[src/rtl/huff_min2_sched.sv]
// Two-minimum scheduler for Huffman tree building. It walks the node table
// and finds the smallest and second-smallest active frequencies. Every
// magnitude comparison goes through one shared external comparator, and each
// comparison runs as a clear / start / wait-done transaction.
module huff_min2_sched #(
  parameter int NODES       = 16,
  parameter int IDXW        = 4,
  parameter int DW          = 9,
  parameter int CMP_TIMEOUT = 32
) (
  input  logic            clk_i,
  input  logic            reset_ni,
  input  logic            start_i,
  input  logic [IDXW:0]   node_count_i,
  output logic [IDXW-1:0] rd_addr_o,
  output logic            rd_en_o,
  input  logic [DW-1:0]   rd_data_i,
  input  logic            rd_active_i,
  output logic            cmp_reset_o,
  output logic            cmp_start_o,
  output logic [31:0]     cmp_num_bits_o,
  output logic [DW-1:0]   cmp_a_o,
  output logic [DW-1:0]   cmp_b_o,
  input  logic            cmp_done_i,
  input  logic            cmp_lt_i,
  input  logic            cmp_eq_i,
  input  logic            cmp_gt_i,
  output logic            busy_o,
  output logic            done_o,
  output logic [IDXW-1:0] min1_idx_o,
  output logic [IDXW-1:0] min2_idx_o,
  output logic [DW-1:0]   min1_val_o,
  output logic [DW-1:0]   min2_val_o,
  output logic            too_few_o,
  output logic            timeout_err_o
);

  localparam int WDW = $clog2(CMP_TIMEOUT + 1);
  localparam logic [IDXW:0] ONE = (IDXW+1)'(1);
  localparam logic [IDXW:0] TWO = (IDXW+1)'(2);

  typedef enum logic [2:0] {S_IDLE, S_RD, S_WT, S_EVAL, S_CLR, S_CMP, S_UPD, S_FIN} state_t;
  // P_FIRST: second active node vs min1; P_MIN2: node vs min2; P_SECOND: follow-up vs min1
  typedef enum logic [1:0] {P_FIRST, P_MIN2, P_SECOND} phase_t;

  state_t          state_q, state_d;
  phase_t          phase_q, phase_d;
  logic [IDXW:0]   cnt_q, cnt_d;
  logic [IDXW:0]   i_q, i_d;
  logic [1:0]      found_q, found_d;   // saturates at 2; only "<2" matters afterwards
  logic [DW-1:0]   node_val_q, node_val_d;
  logic            node_act_q, node_act_d;
  logic            lt_q, lt_d;
  logic [WDW-1:0]  wd_q, wd_d;
  logic [DW-1:0]   a_q, a_d, b_q, b_d;
  logic [IDXW-1:0] m1i_q, m1i_d, m2i_q, m2i_d;
  logic [DW-1:0]   m1v_q, m1v_d, m2v_q, m2v_d;
  logic            too_few_q, too_few_d, tmo_q, tmo_d;
  logic            skip;

  // Only the less-than flag decides anything; ties deliberately keep the older node.
  logic unused_flags;
  assign unused_flags = cmp_eq_i ^ cmp_gt_i;

  // State and datapath registers
  always_ff @(posedge clk_i or negedge reset_ni) begin
    if (!reset_ni) begin
      state_q    <= S_IDLE;
      phase_q    <= P_FIRST;
      cnt_q      <= '0;
      i_q        <= '0;
      found_q    <= '0;
      node_val_q <= '0;
      node_act_q <= 1'b0;
      lt_q       <= 1'b0;
      wd_q       <= '0;
      a_q        <= '0;
      b_q        <= '0;
      m1i_q      <= '0;
      m2i_q      <= '0;
      m1v_q      <= '0;
      m2v_q      <= '0;
      too_few_q  <= 1'b0;
      tmo_q      <= 1'b0;
    end else begin
      state_q    <= state_d;
      phase_q    <= phase_d;
      cnt_q      <= cnt_d;
      i_q        <= i_d;
      found_q    <= found_d;
      node_val_q <= node_val_d;
      node_act_q <= node_act_d;
      lt_q       <= lt_d;
      wd_q       <= wd_d;
      a_q        <= a_d;
      b_q        <= b_d;
      m1i_q      <= m1i_d;
      m2i_q      <= m2i_d;
      m1v_q      <= m1v_d;
      m2v_q      <= m2v_d;
      too_few_q  <= too_few_d;
      tmo_q      <= tmo_d;
    end
  end

  // Next-state and datapath updates for the scan / compare sequence
  always_comb begin
    state_d    = state_q;
    phase_d    = phase_q;
    cnt_d      = cnt_q;
    i_d        = i_q;
    found_d    = found_q;
    node_val_d = node_val_q;
    node_act_d = node_act_q;
    lt_d       = lt_q;
    wd_d       = wd_q;
    a_d        = a_q;
    b_d        = b_q;
    m1i_d      = m1i_q;
    m2i_d      = m2i_q;
    m1v_d      = m1v_q;
    m2v_d      = m2v_q;
    too_few_d  = too_few_q;
    tmo_d      = tmo_q;
    skip       = 1'b0;
    case (state_q)
      S_IDLE: begin
        if (start_i) begin
          cnt_d     = node_count_i;
          i_d       = '0;
          found_d   = '0;
          too_few_d = 1'b0;
          tmo_d     = 1'b0;
          if (node_count_i < TWO) begin
            too_few_d = 1'b1;
            state_d   = S_FIN;
          end else begin
            state_d = S_RD;
          end
        end
      end
      S_RD: state_d = S_WT;
      S_WT: begin
        node_val_d = rd_data_i;
        node_act_d = rd_active_i;
        state_d    = S_EVAL;
      end
      S_EVAL: begin
        if (!node_act_q) begin
          skip = 1'b1;
        end else if (found_q == 2'd0) begin
          m1i_d   = i_q[IDXW-1:0];
          m1v_d   = node_val_q;
          found_d = 2'd1;
          skip    = 1'b1;
        end else begin
          phase_d = (found_q == 2'd1) ? P_FIRST : P_MIN2;
          state_d = S_CLR;
        end
      end
      S_CLR: begin
        a_d     = node_val_q;
        b_d     = (phase_q == P_MIN2) ? m2v_q : m1v_q;
        wd_d    = '0;
        state_d = S_CMP;
      end
      S_CMP: begin
        if (cmp_done_i) begin
          lt_d    = cmp_lt_i;
          state_d = S_UPD;
        end else if (wd_q == WDW'(CMP_TIMEOUT)) begin
          tmo_d     = 1'b1;
          too_few_d = (found_q < 2'd2);
          state_d   = S_FIN;
        end else begin
          wd_d = wd_q + WDW'(1);
        end
      end
      S_UPD: begin
        if (phase_q == P_MIN2 && lt_q) begin
          // Beat min2; now see whether it also beats min1
          phase_d = P_SECOND;
          state_d = S_CLR;
        end else begin
          if (phase_q != P_MIN2) begin
            if (lt_q) begin
              m2i_d = m1i_q;
              m2v_d = m1v_q;
              m1i_d = i_q[IDXW-1:0];
              m1v_d = node_val_q;
            end else begin
              m2i_d = i_q[IDXW-1:0];
              m2v_d = node_val_q;
            end
          end
          found_d = 2'd2;
          skip    = 1'b1;
        end
      end
      S_FIN:   state_d = S_IDLE;
      default: state_d = S_IDLE;
    endcase
    if (skip) begin
      if (i_q == cnt_q - ONE) begin
        too_few_d = (found_d < 2'd2);
        state_d   = S_FIN;
      end else begin
        i_d     = i_q + ONE;
        state_d = S_RD;
      end
    end
  end

  assign rd_en_o        = (state_q == S_RD);
  assign rd_addr_o      = (state_q == S_RD) ? i_q[IDXW-1:0] : '0;
  assign cmp_reset_o    = (state_q == S_IDLE) || (state_q == S_FIN) || (state_q == S_CLR);
  assign cmp_start_o    = (state_q == S_CMP);
  assign cmp_num_bits_o = 32'(DW);
  assign cmp_a_o        = a_q;
  assign cmp_b_o        = b_q;
  assign busy_o         = (state_q != S_IDLE) && (state_q != S_FIN);
  assign done_o         = (state_q == S_FIN);
  assign min1_idx_o     = m1i_q;
  assign min2_idx_o     = m2i_q;
  assign min1_val_o     = m1v_q;
  assign min2_val_o     = m2v_q;
  assign too_few_o      = too_few_q;
  assign timeout_err_o  = tmo_q;

endmodule

[config.mk]
export PLATFORM = sky130hd
export DESIGN_NAME = huff_min2_sched
export DESIGN_NICKNAME = d
export VERILOG_FILES = /design/src/rtl/huff_min2_sched.sv
export SDC_FILE = /design/constraint.sdc
export NUM_CORES = 1
export LEC_CHECK = 0
export BUFFER_PORTS_ARGS = -buffer_cell sky130_fd_sc_hd__buf_2
export CORE_MARGIN = 1.5
export CORE_UTILIZATION = 57
export DETAILED_ROUTE_END_ITERATION = 6
export PLACE_DENSITY = 0.94
export RECOVER_POWER = 25
export SYNTH_ARGS = -nofsm -noshare
export SYNTH_HDL_FRONTEND = slang
export SYNTH_SLANG_ARGS = --single-unit
[constraint.sdc]
create_clock -name clk_i -period 2.8 [get_ports clk_i]
set_input_delay 0.42 -clock clk_i [delete_from_list [all_inputs] [get_ports clk_i]]
set_output_delay 0.42 -clock clk_i [all_outputs]
set_load 0.03 [all_outputs]
==> insert_results.sql <==
INSERT INTO impl_metrics (metric_group, metric, value, unit) VALUES
('clock_tree', 'cts.path.max_buffers', '2', ''),
('finish', 'layout-drive-gt1-share', '32.9', '%'),
('yosys', 'share_of_async_settable_or_async_resettable_flops_after_synthesis', '100', '%'),
('drt', 'vias', '2919', ''),
('yosys', 'synthMuxAreaShare', '18.7', '%'),
('power_and_ir_drop', 'power_leakage', '0.00226', 'uW'),
('yosys', 'synthDominantCellAreaShare', '48.8', '%'),
('clock_tree', 'clock_latency', '0.35', 'ns'),
('critical_path', 'worst_ep_required_time', '2.38', 'ns'),
('critical_path', 'timing.critical_path.arrival', '1.81', 'ns'),
('critical_path', 'crit_fanout', '12', ''),
('yosys', 'ys_seq_elements', '80', ''),
('placed_design', 'dp.final_hpwl', '5720', 'um'),
('critical_path', 'worstReg2RegStart', 'state_q[1]', ''),
('finish', 'multiInputGateArea', '1820', 'sq um'),
('floorplan', 'fp.dieArea', '7720', 'sq um'),
('drt', 'detail_route.vias_per_cell', '5.47', ''),
('clock_tree', 'clkTransAtPathRegs', '0.08', 'ns'),
('timing', 'achievable-frequency', '449', 'MHz'),
('clock_tree', 'cts_tree', 'yes', ''),
('timing', 'worst_slew_margin_rel', '-27.1', '%'),
('floorplan', 'die_h', '87.9', 'um'),
('timing', 'finalHoldViolations', '0', ''),
('yosys', 'synth_fa_ha_area_share', '1.22', '%'),
('floorplan', 'initial_utilization', '59.8', '%'),
('global_routing', 'grt_use_met3', '6.31', '%'),
('drt', 'antenna_left', '0', ''),
('clock_tree', 'cts_root_buf', 'sky130_fd_sc_hd__clkbuf_8', ''),
('power_and_ir_drop', 'power_per_cell_area', '1360', 'nW/um^2'),
('power_and_ir_drop', 'pwr-share-comb', '49.5', '%'),
('power_and_ir_drop', 'power.net_switching', '2820', 'uW'),
('min_path', 'worst_hold_path_type', 'primary input to flip-flop', ''),
('job', 'cap_violations', '1', ''),
('yosys', 'synth_xor_xnor_area_share', '1.92', '%'),
('yosys', 'post_syn_area', '4110', 'sq um'),
('power_and_ir_drop', 'sw_frac_of_total', '45.1', '%'),
('placed_design', 'place.gp.congestion', '0.854', ''),
('run_status', 'outcome', 'finished, violations left', ''),
('placed_design', 'place.port_buffers', '74', ''),
('global_routing', 'number_of_antenna_violations_at_the_first_check_in_global_routing', '0', ''),
('yosys', 'synth_cell_type_count', '55', ''),
('global_routing', 'top_usage_layer', 'met2', ''),
('global_routing', 'grt_util_met2', '37.1', '%'),
('drt', 'length_of_the_first_detailed_routing_pass_in_iterations', '4', ''),
('finish', 'layout.area.seq', '2000', 'sq um'),
('finish', 'final.fill_count', '501', ''),
('power_and_ir_drop', 'share_clk_of_total_power', '14.7', '%'),
('clock_tree', 'tritoncts.num_buffers', '9', ''),
('global_routing', 'number_of_global_route_vias_before_repair', '2803', ''),
('global_routing', 'groute.usage.overall', '22.7', '%'),
('yosys', 'synth-compound-area-share', '8.41', '%'),
('timing', 'period_share', '79.5', '%'),
('run_status', 'failed_checks', 'capacitance limit, slew limit', ''),
('min_path', 'worst_hold_path_stage_count', '2', ''),
('power_and_ir_drop', 'power_report.internal_total', '3430', 'uW'),
('timing', 'rsz0062_at_grt', 'no', ''),
('yosys', 'post_synth_and_or_nand_nor_area_fraction', '11.1', '%'),
('critical_path', 'crit_path_top_delay_cell', 'sky130_fd_sc_hd__dfrtp_1', ''),
('min_path', 'worst_hold_startpoint', 'node_count_i[0]', ''),
('timing', 'slew_violations', '81', ''),
('yosys', 'synthesis.instances', '362', ''),
('min_path', 'min_delay_worst_endpoint', 'cnt_q[0]', ''),
('critical_path', 'critical_path.max_stage_delay', '0.61', 'ns'),
('power_and_ir_drop', 'design_power_total', '6260', 'uW'),
('global_routing', 'maximum_number_of_pins_on_one_net_before_global_route_repair', '81', ''),
('finish', 'area_delta_synth_final', '12.0', '%'),
('critical_path', 'path_delay_family', 'flip-flops', ''),
('floorplan', 'die_w', '87.9', 'um'),
('critical_path', 'critical_path.startpoint_type', 'flip-flop', ''),
('floorplan', 'placeableCoreArea', '6870', 'sq um'),
('timing', 'setup_violations', '0', '');
[cells in the mapped netlist, types with 2 or more instances]
library cell	count
sky130_fd_sc_hd__dfrtp_1	80
sky130_fd_sc_hd__buf_4	35
sky130_fd_sc_hd__nor2_1	35
sky130_fd_sc_hd__mux2_2	29
sky130_fd_sc_hd__a21oi_1	28
sky130_fd_sc_hd__mux2i_1	28
sky130_fd_sc_hd__nand2_1	15
sky130_fd_sc_hd__inv_1	10
sky130_fd_sc_hd__mux2_4	10
sky130_fd_sc_hd__o21ai_0	8
sky130_fd_sc_hd__buf_2	7
sky130_fd_sc_hd__nand3_1	6
sky130_fd_sc_hd__xor2_1	6
sky130_fd_sc_hd__and2_1	4
sky130_fd_sc_hd__and3_1	4
sky130_fd_sc_hd__ha_1	4
sky130_fd_sc_hd__buf_6	3
sky130_fd_sc_hd__nor3_2	3
sky130_fd_sc_hd__xnor2_1	3
sky130_fd_sc_hd__a21boi_0	2
sky130_fd_sc_hd__a31oi_1	2
sky130_fd_sc_hd__clkbuf_1	2
sky130_fd_sc_hd__conb_1	2
sky130_fd_sc_hd__nand2b_1	2
sky130_fd_sc_hd__nand4_1	2
sky130_fd_sc_hd__nor3_1	2
sky130_fd_sc_hd__o211ai_1	2
[worst register-to-register path, delay by kind of cell, from the launching register on]
kind	cells	cell delay, ns
flops	1	0.53
simple gates	2	0.46
compound gates	1	0.51
mux	1	0.41
[power groups by stage]
stage	registers [uW]	logic (uW)	clock network [uW]
after floorplan	2710	1870	0
after global placement	2200	2950	0
after detailed placement	2240	3070	0
after CTS	2230	3110	935
after global routing	2320	3320	983
final	2240	3090	918
[routing by layer]
layer,wire (um),up-vias
li1,-,1330
met2,4240,123
met3,555,16
met4,137,0
met1,3360,1450
met5,0,-
[state kept, by name, summed over array words and instances (netlist names), 5 cells and up]
register / flops
cmp_a_o: 9
cmp_b_o: 9
cnt_q: 5
i_q: 5
min1_val_o: 9
min2_val_o: 9
node_val_q: 9
wd_q: 6
[kinds of logic after synthesis]
family                   count (synthesis)
adder cells (fa/ha/maj)                  4
flip-flops                              80
other                                    2
AO/OA/AOI/OAI                           54
multiplexers                            68
AND/OR/NAND/NOR                         86
XOR/XNOR                                 9
buffers and inverters                   59
[placed cells by master (no fill, tap or decap), types with 2 or more instances in the layout]
master | Yosys | final
sky130_fd_sc_hd__mux2_2 | 29 | 29
sky130_fd_sc_hd__a31oi_1 | 2 | 2
sky130_fd_sc_hd__nor3_1 | 2 | 2
sky130_fd_sc_hd__buf_2 | 7 | 73
sky130_fd_sc_hd__nor3_2 | 3 | 2
sky130_fd_sc_hd__a21oi_1 | 28 | 28
sky130_fd_sc_hd__conb_1 | 2 | 32
sky130_fd_sc_hd__ha_1 | 4 | 4
sky130_fd_sc_hd__nor2_1 | 35 | 35
sky130_fd_sc_hd__inv_1 | 10 | 10
sky130_fd_sc_hd__dfrtp_1 | 80 | 80
sky130_fd_sc_hd__buf_4 | 35 | 4
sky130_fd_sc_hd__and3_1 | 4 | 4
sky130_fd_sc_hd__a21boi_0 | 2 | 2
sky130_fd_sc_hd__nand4_1 | 2 | 2
sky130_fd_sc_hd__clkbuf_8 | 0 | 10
sky130_fd_sc_hd__xor2_1 | 6 | 6
sky130_fd_sc_hd__bufinv_16 | 0 | 2
sky130_fd_sc_hd__and2_1 | 4 | 4
sky130_fd_sc_hd__xnor2_1 | 3 | 3
sky130_fd_sc_hd__nand2b_1 | 2 | 2
sky130_fd_sc_hd__nand2_1 | 15 | 15
sky130_fd_sc_hd__nand3_1 | 6 | 6
sky130_fd_sc_hd__o21ai_0 | 8 | 8
sky130_fd_sc_hd__mux2i_1 | 28 | 28
sky130_fd_sc_hd__mux2_4 | 10 | 10
sky130_fd_sc_hd__clkbuf_1 | 2 | 3
sky130_fd_sc_hd__o211ai_1 | 2 | 2
[how the worst max path moves through the flow]
stage                     from  cells after the start  slack, ns       endpoint
CTS                 state_q[1]                      4       0.61   rd_addr_o[0]
global placement    state_q[1]                      4       0.80  min1_idx_o[3]
floorplan           state_q[0]                      5       0.68    cmp_reset_o
global route        state_q[1]                      4       0.54   rd_addr_o[0]
finish              state_q[1]                      4       0.57   rd_addr_o[0]
detailed placement  state_q[1]                      4       0.75  min1_idx_o[3]
[cell type report]
cell class                 instances  share of cell area, %
sequential                        80                   43.5
multi-input combinational        253                   39.6
timing repair buffer              78                   8.70
clock buffer                      13                   3.24
tap                               96                   2.61
clock inverter                     3                   1.41
inverter                          11                  0.897
[through the flow]
| stage | util, % | setup slack [ns] | std cells | hold WS (ns) | instance area, sq um |
|---|---|---|---|---|---|
| 2_1_floorplan | - | 0.684 | 392 | 0.124 | 4220 |
| 3_3_place_gp | 63.9 | 0.799 | 518 | 0.479 | 4390 |
| 3_5_place_dp | 63.9 | 0.754 | 518 | 0.492 | 4390 |
| 4_1_cts | 67.0 | 0.611 | 534 | 0.260 | 4600 |
| 5_1_grt | 67.0 | 0.539 | 534 | 0.290 | 4600 |
| 6_report | 67.0 | 0.575 | 534 | 0.300 | 4600 |
Power figures use the tool's default switching activity.
